==> config.mk <==
export PLATFORM = sky130hd
export DESIGN_NAME = shell_reset_sequencer
export DESIGN_NICKNAME = d
export VERILOG_FILES = /design/src/rtl/shell_reset_sequencer.sv
export SDC_FILE = /design/constraint.sdc
export NUM_CORES = 1
export LEC_CHECK = 0
export BUFFER_PORTS_ARGS = -buffer_cell sky130_fd_sc_hd__buf_2
export CORE_ASPECT_RATIO = 1.2
export CORE_UTILIZATION = 46
export CTS_CLUSTER_DIAMETER = 40
export DETAILED_ROUTE_END_ITERATION = 10
export HOLD_SLACK_MARGIN = 0.02
export PLACE_DENSITY = 0.7
export REMOVE_ABC_BUFFERS = 1
export SLEW_MARGIN = 20
export SYNTH_ARGS = -nofsm -noshare
export SYNTH_HDL_FRONTEND = slang
export SYNTH_SLANG_ARGS = --single-unit
==> constraint.sdc <==
create_clock -name CLK -period 3.5 [get_ports CLK]
set_input_delay 0.35 -clock CLK [delete_from_list [all_inputs] [get_ports CLK]]
set_output_delay 0.35 -clock CLK [all_outputs]
set_load 0.01 [all_outputs]
==> src/rtl/shell_reset_sequencer.sv <==
// shell_reset_sequencer
// Post-configuration bring-up sequencer for the shell: waits for PLL lock,
// pulses the DDR4 controller reset, waits for calibration, waits for the GT
// link, then releases the active-low application reset. Any loss of a status
// input while running re-sequences; repeated timeouts park the block in a
// sticky FAIL state that only rst can leave.
//
// Build option: define SHELL_RST_SYNC_INPUTS_EN to pass pll_locked,
// ddr_calib_complete and gt_channel_up through two-flop synchronizers
// (adds two cycles of latency to every input-driven transition). Left
// undefined, the inputs must already be synchronous to CLK.
module shell_reset_sequencer #(
    parameter int STABLE_CYCLES  = 1024,
    parameter int HOLD_CYCLES    = 16,
    parameter int TIMEOUT_CYCLES = 16777216,
    parameter int MAX_RETRY      = 3
) (
    input  logic                                 CLK,
    input  logic                                 rst,
    input  logic                                 pll_locked,
    input  logic                                 ddr_calib_complete,
    input  logic                                 gt_channel_up,
    output logic                                 ddr_sys_rst,
    output logic                                 gt_reset,
    output logic                                 rstn,
    output logic                                 ready,
    output logic                                 error,
    output logic [2:0]                           state,
    output logic [$clog2(MAX_RETRY+1)-1:0]       retry_count
);

    localparam int STAB_W  = $clog2(STABLE_CYCLES + 1);
    localparam int TMO_W   = $clog2(TIMEOUT_CYCLES);
    localparam int HOLD_W  = $clog2(HOLD_CYCLES + 1);
    localparam int RETRY_W = $clog2(MAX_RETRY + 1);

    localparam logic [STAB_W-1:0]  STAB_LAST = STAB_W'(STABLE_CYCLES - 1);
    localparam logic [TMO_W-1:0]   TMO_LAST  = TMO_W'(TIMEOUT_CYCLES - 1);
    localparam logic [HOLD_W-1:0]  HOLD_LAST = HOLD_W'(HOLD_CYCLES - 1);
    localparam logic [RETRY_W-1:0] RETRY_MAX = RETRY_W'(MAX_RETRY);

    typedef enum logic [2:0] {
        S_RESET    = 3'd0,
        S_PLL_WAIT = 3'd1,
        S_DDR_RST  = 3'd2,
        S_DDR_CAL  = 3'd3,
        S_GT_WAIT  = 3'd4,
        S_RUN      = 3'd5,
        S_FAIL     = 3'd6
    } state_t;

    // Saturating increments: counters stop at all-ones and never wrap.
    function automatic logic [STAB_W-1:0] stab_sat_inc(input logic [STAB_W-1:0] v);
        return (v == {STAB_W{1'b1}}) ? v : v + STAB_W'(1);
    endfunction

    function automatic logic [TMO_W-1:0] tmo_sat_inc(input logic [TMO_W-1:0] v);
        return (v == {TMO_W{1'b1}}) ? v : v + TMO_W'(1);
    endfunction

    function automatic logic [HOLD_W-1:0] hold_sat_inc(input logic [HOLD_W-1:0] v);
        return (v == {HOLD_W{1'b1}}) ? v : v + HOLD_W'(1);
    endfunction

    function automatic logic [RETRY_W-1:0] retry_sat_inc(input logic [RETRY_W-1:0] v);
        return (v == {RETRY_W{1'b1}}) ? v : v + RETRY_W'(1);
    endfunction

    // Status inputs as seen by the FSM (optionally synchronized)
    logic pll_s;
    logic cal_s;
    logic chan_s;

`ifdef SHELL_RST_SYNC_INPUTS_EN
    logic [1:0] pll_sync;
    logic [1:0] cal_sync;
    logic [1:0] chan_sync;

    // Two-flop synchronizers for the asynchronous status inputs
    always_ff @(posedge CLK) begin
        if (rst) begin
            pll_sync  <= 2'b00;
            cal_sync  <= 2'b00;
            chan_sync <= 2'b00;
        end else begin
            pll_sync  <= {pll_sync[0], pll_locked};
            cal_sync  <= {cal_sync[0], ddr_calib_complete};
            chan_sync <= {chan_sync[0], gt_channel_up};
        end
    end

    assign pll_s  = pll_sync[1];
    assign cal_s  = cal_sync[1];
    assign chan_s = chan_sync[1];
`else
    assign pll_s  = pll_locked;
    assign cal_s  = ddr_calib_complete;
    assign chan_s = gt_channel_up;
`endif

    state_t              state_q;
    state_t              state_nxt;
    logic [STAB_W-1:0]   stab_q;
    logic [STAB_W-1:0]   stab_nxt;
    logic [TMO_W-1:0]    tmo_q;
    logic [TMO_W-1:0]    tmo_nxt;
    logic [HOLD_W-1:0]   hold_q;
    logic [HOLD_W-1:0]   hold_nxt;
    logic [RETRY_W-1:0]  retry_q;
    logic [RETRY_W-1:0]  retry_nxt;
    logic [RETRY_W-1:0]  retry_inc;
    logic                timeout;

    logic                ddr_sys_rst_nxt;
    logic                gt_reset_nxt;
    logic                rstn_nxt;
    logic                ready_nxt;
    logic                error_nxt;

    // Next-state, counter and output decode; outputs follow the next state so
    // that the registered outputs always match the registered state.
    always_comb begin
        state_nxt = state_q;
        stab_nxt  = stab_q;
        tmo_nxt   = tmo_q;
        hold_nxt  = hold_q;
        retry_nxt = retry_q;
        retry_inc = retry_sat_inc(retry_q);
        timeout   = 1'b0;

        case (state_q)
            S_RESET: begin
                state_nxt = S_PLL_WAIT;
            end

            S_PLL_WAIT: begin
                if (!pll_s) begin
                    stab_nxt = '0;
                end else if (stab_q == STAB_LAST) begin
                    state_nxt = S_DDR_RST;
                end else begin
                    stab_nxt = stab_sat_inc(stab_q);
                end
            end

            S_DDR_RST: begin
                if (!pll_s) begin
                    state_nxt = S_PLL_WAIT;
                end else if (hold_q == HOLD_LAST) begin
                    state_nxt = S_DDR_CAL;
                end else begin
                    hold_nxt = hold_sat_inc(hold_q);
                end
            end

            S_DDR_CAL: begin
                if (!pll_s) begin
                    state_nxt = S_PLL_WAIT;
                end else if (cal_s) begin
                    state_nxt = S_GT_WAIT;
                end else if (tmo_q == TMO_LAST) begin
                    timeout = 1'b1;
                end else begin
                    tmo_nxt = tmo_sat_inc(tmo_q);
                end
            end

            S_GT_WAIT: begin
                if (!pll_s) begin
                    state_nxt = S_PLL_WAIT;
                end else if (!cal_s) begin
                    // Calibration lost: redo the DDR reset, not a timeout
                    state_nxt = S_DDR_RST;
                end else if (chan_s && (stab_q == STAB_LAST)) begin
                    state_nxt = S_RUN;
                end else begin
                    stab_nxt = chan_s ? stab_sat_inc(stab_q) : '0;
                    if (tmo_q == TMO_LAST) begin
                        timeout = 1'b1;
                    end else begin
                        tmo_nxt = tmo_sat_inc(tmo_q);
                    end
                end
            end

            S_RUN: begin
                if (!pll_s) begin
                    state_nxt = S_PLL_WAIT;
                end else if (!cal_s || !chan_s) begin
                    state_nxt = S_DDR_RST;
                end
            end

            S_FAIL: begin
                // Absorbing; only rst leaves
                state_nxt = S_FAIL;
            end

            default: begin
                state_nxt = S_RESET;
            end
        endcase

        if (timeout) begin
            retry_nxt = retry_inc;
            state_nxt = (retry_inc == RETRY_MAX) ? S_FAIL : S_DDR_RST;
        end

        if (state_nxt != state_q) begin
            stab_nxt = '0;
            tmo_nxt  = '0;
            hold_nxt = '0;
        end

        if ((state_nxt == S_RUN) && (state_q != S_RUN)) begin
            retry_nxt = '0;
        end

        ddr_sys_rst_nxt = (state_nxt == S_RESET)    || (state_nxt == S_PLL_WAIT) ||
                          (state_nxt == S_DDR_RST)  || (state_nxt == S_FAIL);
        gt_reset_nxt    = !((state_nxt == S_GT_WAIT) || (state_nxt == S_RUN));
        rstn_nxt        = (state_nxt == S_RUN);
        ready_nxt       = (state_nxt == S_RUN);
        error_nxt       = (state_nxt == S_FAIL);
    end

    // State, counter and output registers
    always_ff @(posedge CLK) begin
        if (rst) begin
            state_q     <= S_RESET;
            stab_q      <= '0;
            tmo_q       <= '0;
            hold_q      <= '0;
            retry_q     <= '0;
            ddr_sys_rst <= 1'b1;
            gt_reset    <= 1'b1;
            rstn        <= 1'b0;
            ready       <= 1'b0;
            error       <= 1'b0;
        end else begin
            state_q     <= state_nxt;
            stab_q      <= stab_nxt;
            tmo_q       <= tmo_nxt;
            hold_q      <= hold_nxt;
            retry_q     <= retry_nxt;
            ddr_sys_rst <= ddr_sys_rst_nxt;
            gt_reset    <= gt_reset_nxt;
            rstn        <= rstn_nxt;
            ready       <= ready_nxt;
            error       <= error_nxt;
        end
    end

    assign state       = state_q;
    assign retry_count = retry_q;

endmodule

# ---- Yosys cells after proc, flatten, opt, wreduce, memory -nomap -nowiden
# Index checks and enable logic that the tools add are counted.
dict set report classes {
  mux 37
  bitwise_logic 2
  eq_ne 26
  addsub 4
  reduce_logical 19
}
# op n
set op_table {}
lappend op_table {{$mux W24} 6}
lappend op_table {{$mux W11} 7}
lappend op_table {{$pmux W24 S2} 1}
lappend op_table {{$mux W3} 13}
lappend op_table {{$add A24 B1 Y24 const B} 1}
lappend op_table {{$eq A24 B24 Y1 const B} 1}
lappend op_table {{$pmux W11 S2} 1}
lappend op_table {{$pmux W3 S7} 1}
lappend op_table {{$eq A3 B3 Y1 const B} 6}
lappend op_table {{$add A11 B1 Y11 const B} 1}
lappend op_table {{$eq A11 B10 Y1 const B} 1}
lappend op_table {{$eq A11 B11 Y1 const B} 1}
lappend op_table {{$ne A2 B2 Y1 const B} 5}
lappend op_table {{$eq A3 B2 Y1 const B} 3}
lappend op_table {{$eq A3 B1 Y1 const B} 2}
lappend op_table {{$logic_not A3 Y1} 2}
lappend op_table {{$mux W1} 6}
lappend op_table {{$ne A3 B3 Y1 const B} 2}
lappend op_table {{$reduce_and A6 Y1} 1}
lappend op_table {{$add A5 B1 Y5 const B} 1}
lappend op_table {{$eq A5 B4 Y1 const B} 1}
lappend op_table {{$eq A5 B5 Y1 const B} 1}
lappend op_table {{$logic_or A1 B1 Y1} 5}
lappend op_table {{$reduce_and A5 Y1} 1}
lappend op_table {{other kinds (11)} 18}
dict set report totals {
  reg_bits 49
  in_bits 5
  elab_cells 97
  out_inout_bits 10
}

# ---- Longest topological paths before layout
dict set report logic_depth {
  word_depth 11
  mapped_depth 10
}

# ---- Least setup slack after synthesis
# No wires, ideal clock.
dict set report synth_path {
  path_kind {register -> register}
  start {reg stab_q[0]}
  end {reg hold_q[0]}
  stages_incl_launch_ff 9
  setup_ps 130
  path_slack_ps 1287
  arrival_ps 2083
  period_less_slack_ps 2213
  required_ps 3370
  n_path_buf 1
  cell_sequence {dfxtp_1 -> ha_1 -> nand3b_1 -> or4_1 -> a221oi_2 -> a22oi_2 -> xor2_1 -> buf_2 -> nor3_1}
}
dict set report synth_via {
  elab_chain_len 9
  word_cells_on_any_way 15
  classes_between {eq/ne (2); mux (11); reduce/logical (2)}
}
# item line
set synth_rtl {}
lappend synth_rtl {{start: declaration} 103} ;# logic [STAB_W-1:0] stab_q;
lappend synth_rtl {{start signal: assignment} 242} ;# stab_q <= stab_nxt;
lappend synth_rtl {{$eq A11 B10 Y1 *} {139, 174}}
lappend synth_rtl {{$logic_and A1 B1 Y1} 174} ;# end else if (chan_s && (stab_q == STAB_LAST)) begin
lappend synth_rtl {{$mux W3 or $mux W1 (tied branches)} 174}
lappend synth_rtl {{$mux W3 or $mux W1 (tied branches)} 171} ;# end else if (!cal_s) begin
lappend synth_rtl {{$mux W3 or $mux W1 (tied branches)} 169} ;# if (!pll_s) begin
lappend synth_rtl {{$pmux W3 S7 or $pmux W1 S2 (tied branches)} 131} ;# case (state_q)
lappend synth_rtl {{$mux W3 *} 204} ;# if (timeout) begin
lappend synth_rtl {{$ne A3 B3 Y1 *} 209} ;# if (state_nxt != state_q) begin
lappend synth_rtl {{$reduce_or A2 Y1 (no line) *} -}
lappend synth_rtl {{end signal: assignment} 244} ;# hold_q <= hold_nxt;
lappend synth_rtl {{end: declaration} 107} ;# logic [HOLD_W-1:0] hold_q;
# Every way passes the cells marked *; elsewhere a longest branch is shown, timed or not.
# A chain may end at the register's enable or synchronous reset.

# ---- Final worst setup path
dict set report layout_path {
  start {reg state_q[0], in the netlist state[0]}
  end {reg stab_q[1]}
}
dict set report layout_via {
  elab_chain_len 7
  word_cells_on_any_way 30
  classes_between {eq/ne (11); mux (15); reduce/logical (4)}
}
# item line
set layout_rtl {}
lappend layout_rtl {{start: declaration} 101} ;# state_t state_q;
lappend layout_rtl {{start signal: assignment} 241} ;# state_q <= state_nxt;
lappend layout_rtl {{$mux W3} 174}
lappend layout_rtl {{$mux W3} 171}
lappend layout_rtl {{$mux W3} 169}
lappend layout_rtl {{$pmux W3 S7} 131}
lappend layout_rtl {{$mux W3} 204}
lappend layout_rtl {{$ne A3 B3 Y1} 209}
lappend layout_rtl {{$reduce_or A2 Y1 (no line)} -}
# Parallel ways exist; a longest one is shown, timed or not.

==> summary.txt <==
============================================================================================
Number of global-route vias before repair                                              2,308
Peak supply drop                                                                  0.000252 V
Hold-fix buffers at CTS                                                                    0
Largest family of logic cells by synthesized area                               simple AND/OR/NAND/NOR gates
Final cycle utilization of the critical path                                           80.2%
Total global-route track usage                                                         19.7%
Critical Path Source Type                                                          flip-flop
Mux contribution to synthesized area                                                   1.81%
Basic-gate share of the synthesized area counting and, or, nand and nor cells          33.5%
Pwr Density                                                                       335 nW/µm²
Critical path endpoint category                                                    flip-flop
Worst clock skew                                                                  0.00684 ns
Run status                                                                         completed
Adder and majority gate portion of the synthesized area                                2.27%
Fraction of the yosys area taken by sequential cells                                   35.5%
Fillcell total                                                                           575
Slowest CP cell                                                                 sky130_fd_sc_hd__or3b_2
First-pass GRT wire length                                                           9.95 mm
Fraction of synthesized cell area in xor and xnor cells                                11.1%
Fin. max-slew vios                                                                         0
Worst path cell trace                                                           or3b_2 -> o31ai_2 -> a22oi_2 -> xor2_2 -> buf_4 -> nor3_1
Seq cells post-synth                                                                      49
RSZ-0062 raised after global routing                                                   false
Cell at the root of the clock tree                                              sky130_fd_sc_hd__clkbuf_8
Pin count of the biggest net entering global routing                                      30
Floorplan die width                                                                  72.7 µm
Highest-count cells in the layout ignoring fill and taps                        sky130_fd_sc_hd__nor3_1, sky130_fd_sc_hd__dfxtp_1, sky130_fd_sc_hd__nand2_1, sky130_fd_sc_hd__xnor2_1, sky130_fd_sc_hd__nor4_1
Max cap viols                                                                              0
Crit-path max cell delay                                                             0.59 ns
Routed vias                                                                            2,368
Drt drc                                                                                    0
Placed Instances                                                                         410
Pleak                                                                               0.890 nW
Category of the critical setup timing path                                      flip-flop to flip-flop
Antenna violations before repair                                                           0
CP arrival                                                                           2.95 ns
Post-synthesis instance total                                                            333
Placeable Area                                                                      5710 µm²
Post-Route Setup TNS                                                                    0 ns
Commonest register cell after synthesis                                         sky130_fd_sc_hd__dfxtp_1
CP top delay family                                                             simple AND/OR/NAND/NOR gates
Achievable Freq                                                                    0.356 GHz
Final net count                                                                          347
Router iterations before antenna repair                                                    4
Sum of internal, switching and leakage power                                          996 µW
Buffer depth of the longest clock path                                                     2
Initial cell density of the core                                                       48.4%
Number of antenna diodes                                                                   0
Detailed Route Iter0 Violations                                                          150
Count of synthesis-stage warnings from yosys                                               0
Number of unique standard cell types used by synthesis                                    50
Num CTS Buffers                                                                            5
Number of synthesized flops with an enable pin                                             0
Layout cell share with drive strength beyond 1                                         11.8%
Port Buffer Count                                                                         14
Non-filler instance count after layout                                                   418
Buffer count from post-CTS setup fixing                                                    0
Post-Synthesis Cell Area                                                            2760 µm²
Clock slew at reported path FFs                                                      0.09 ns
Remaining max-slew budget at the tightest pin                                          32.3%
Synth Area in Compound Gates                                                           10.2%
Path type of the worst min-delay path                                           input port to flip-flop
Number of hold violations in the final report                                              0
Number of cell rows                                                                       30
Mean post-synth cell area                                                           8.29 µm²
Area growth from synthesis to layout                                                   7.52%
Most common cell after layout, fill and taps aside                              sky130_fd_sc_hd__nor3_1
Wirelength, routed                                                                   5.59 mm
Overall die area                                                                    6320 µm²
Share of async-settable or async-resettable flops after synthesis                         0%
Largest fanout on the critical path                                                       20
Number of cells upsized or downsized after cts                                             0
Req. time, crit path                                                                 3.64 ns
Sum of buffers and inverters on the critical path                                          1
Sum of net half-perimeters after detailed placement                                  3.90 mm
Post-layout minimum cycle time                                                       2.81 ns
Overall overflow remaining after global route                                              0
Antenna viol nets, final                                                                   0
Number of top-level pins                                                                  15
Routed length per placed instance                                                    13.4 µm
Routability cong.                                                                      0.802
Max H-tree Level                                                                           2
CTS Sinks                                                                                 49
Worst skew pair latency                                                              0.30 ns
Via-to-Cell Ratio                                                                       5.67
Overall die height                                                                   86.9 µm
CTS tree                                                                                 yes
Tightest Pin Transition                                                              1.01 ns
Total of endpoints with negative setup slack in the final report                           0
============================================================================================
[power breakdown]
part           internal, mW  switching [mW]  leakage (nW)  total (mW)
Sequential            0.559         0.00611         0.395       0.565
Combinational        0.0220          0.0543         0.441      0.0763
Clock                 0.179           0.176        0.0542       0.355
[logic make-up after synthesis]
family | after synthesis
muxes | 5
and+or+nand+nor | 165
xor gates and xnor gates | 35
DFF | 49
AOI/OAI and AO/OA | 40
buffers and inverters | 34
adders and majority gates | 5
[final cells by class]
cell class / count / area (µm²) / share of cell area [%]
Multi-Input combinational cell: 250 / 1640 / 55.2
Sequential cell: 49 / 981 / 33.0
Timing Repair Buffer: 18 / 100 / 3.37
Tap cell: 80 / 100 / 3.37
Clock buffer: 7 / 96.3 / 3.24
Inverter: 13 / 48.8 / 1.64
Clock inverter: 1 / 5.00 / 0.169
[worst paths after layout]
check                           cells after the start  slack [ns]                endpoint                         from
worst min register to register                      2        0.54     state[2]$_SDFF_PP0_  retry_count[1]$_SDFFE_PP0N_
worst max register to register                      6        0.69  stab_q[1]$_SDFFE_PP0P_          state[0]$_SDFF_PP0_
worst max-delay path                                6        0.69  stab_q[1]$_SDFFE_PP0P_          state[0]$_SDFF_PP0_
worst min-delay path                                2        0.35     state[2]$_SDFF_PP0_                          rst
[worst reg2reg max path, stage by stage, from the launching register on]
cell,delay (ns)
sky130_fd_sc_hd__dfxtp_1,0.52
sky130_fd_sc_hd__or3b_2,0.59
sky130_fd_sc_hd__o31ai_2,0.44
sky130_fd_sc_hd__a22oi_2,0.22
sky130_fd_sc_hd__xor2_2,0.48
sky130_fd_sc_hd__buf_4,0.32
sky130_fd_sc_hd__nor3_1,0.09
[cell usage after synthesis (all sizes together), types with 7 or more instances]
| cell | number | area share, % |
|---|---|---|
| inv | 13 | 1.8 |
| nor3 | 51 | 9.2 |
| xor2 | 9 | 2.9 |
| nand2b | 8 | 1.8 |
| buf | 14 | 2.9 |
| nand2 | 26 | 3.5 |
| nor4 | 19 | 4.8 |
| dfxtp | 49 | 36 |
| a21oi | 7 | 1.4 |
| nand3 | 13 | 2.5 |
| nand4 | 9 | 2.3 |
| nor2 | 10 | 1.4 |
| o21ai | 11 | 2.0 |
| xnor2 | 26 | 8.2 |
| clkbuf | 7 | 0.95 |
[stage by stage]
stage               hold slack (ns)  setup slack, ns  instance area [µm²]  utilization [%]
floorplan                     0.419           -0.139                 2660                -
global placement              0.519            0.752                 2870             50.3
detailed placement            0.529            0.735                 2870             50.3
CTS                           0.334            0.685                 2970             52.0
global route                  0.356            0.438                 2970             52.0
finish                        0.349            0.691                 2970             52.0
[sequential cells by signal, summed over array words and instances (netlist names)]
name and count:
tmo_q 24, stab_q 11, hold_q 5, state 3, retry_count 2, ddr_sys_rst 1, error 1, gt_reset 1
ready 1
[routing by layer]
metal	global-route usage [%]	wire length [µm]	vias up
li1	-	-	1213
met3	3.70	162	6
met1	23.2	2520	1113
met5	0	0	-
met4	7.49	70	0
met2	35.2	2830	36
Note: power is estimated with default switching activity, not from simulation.
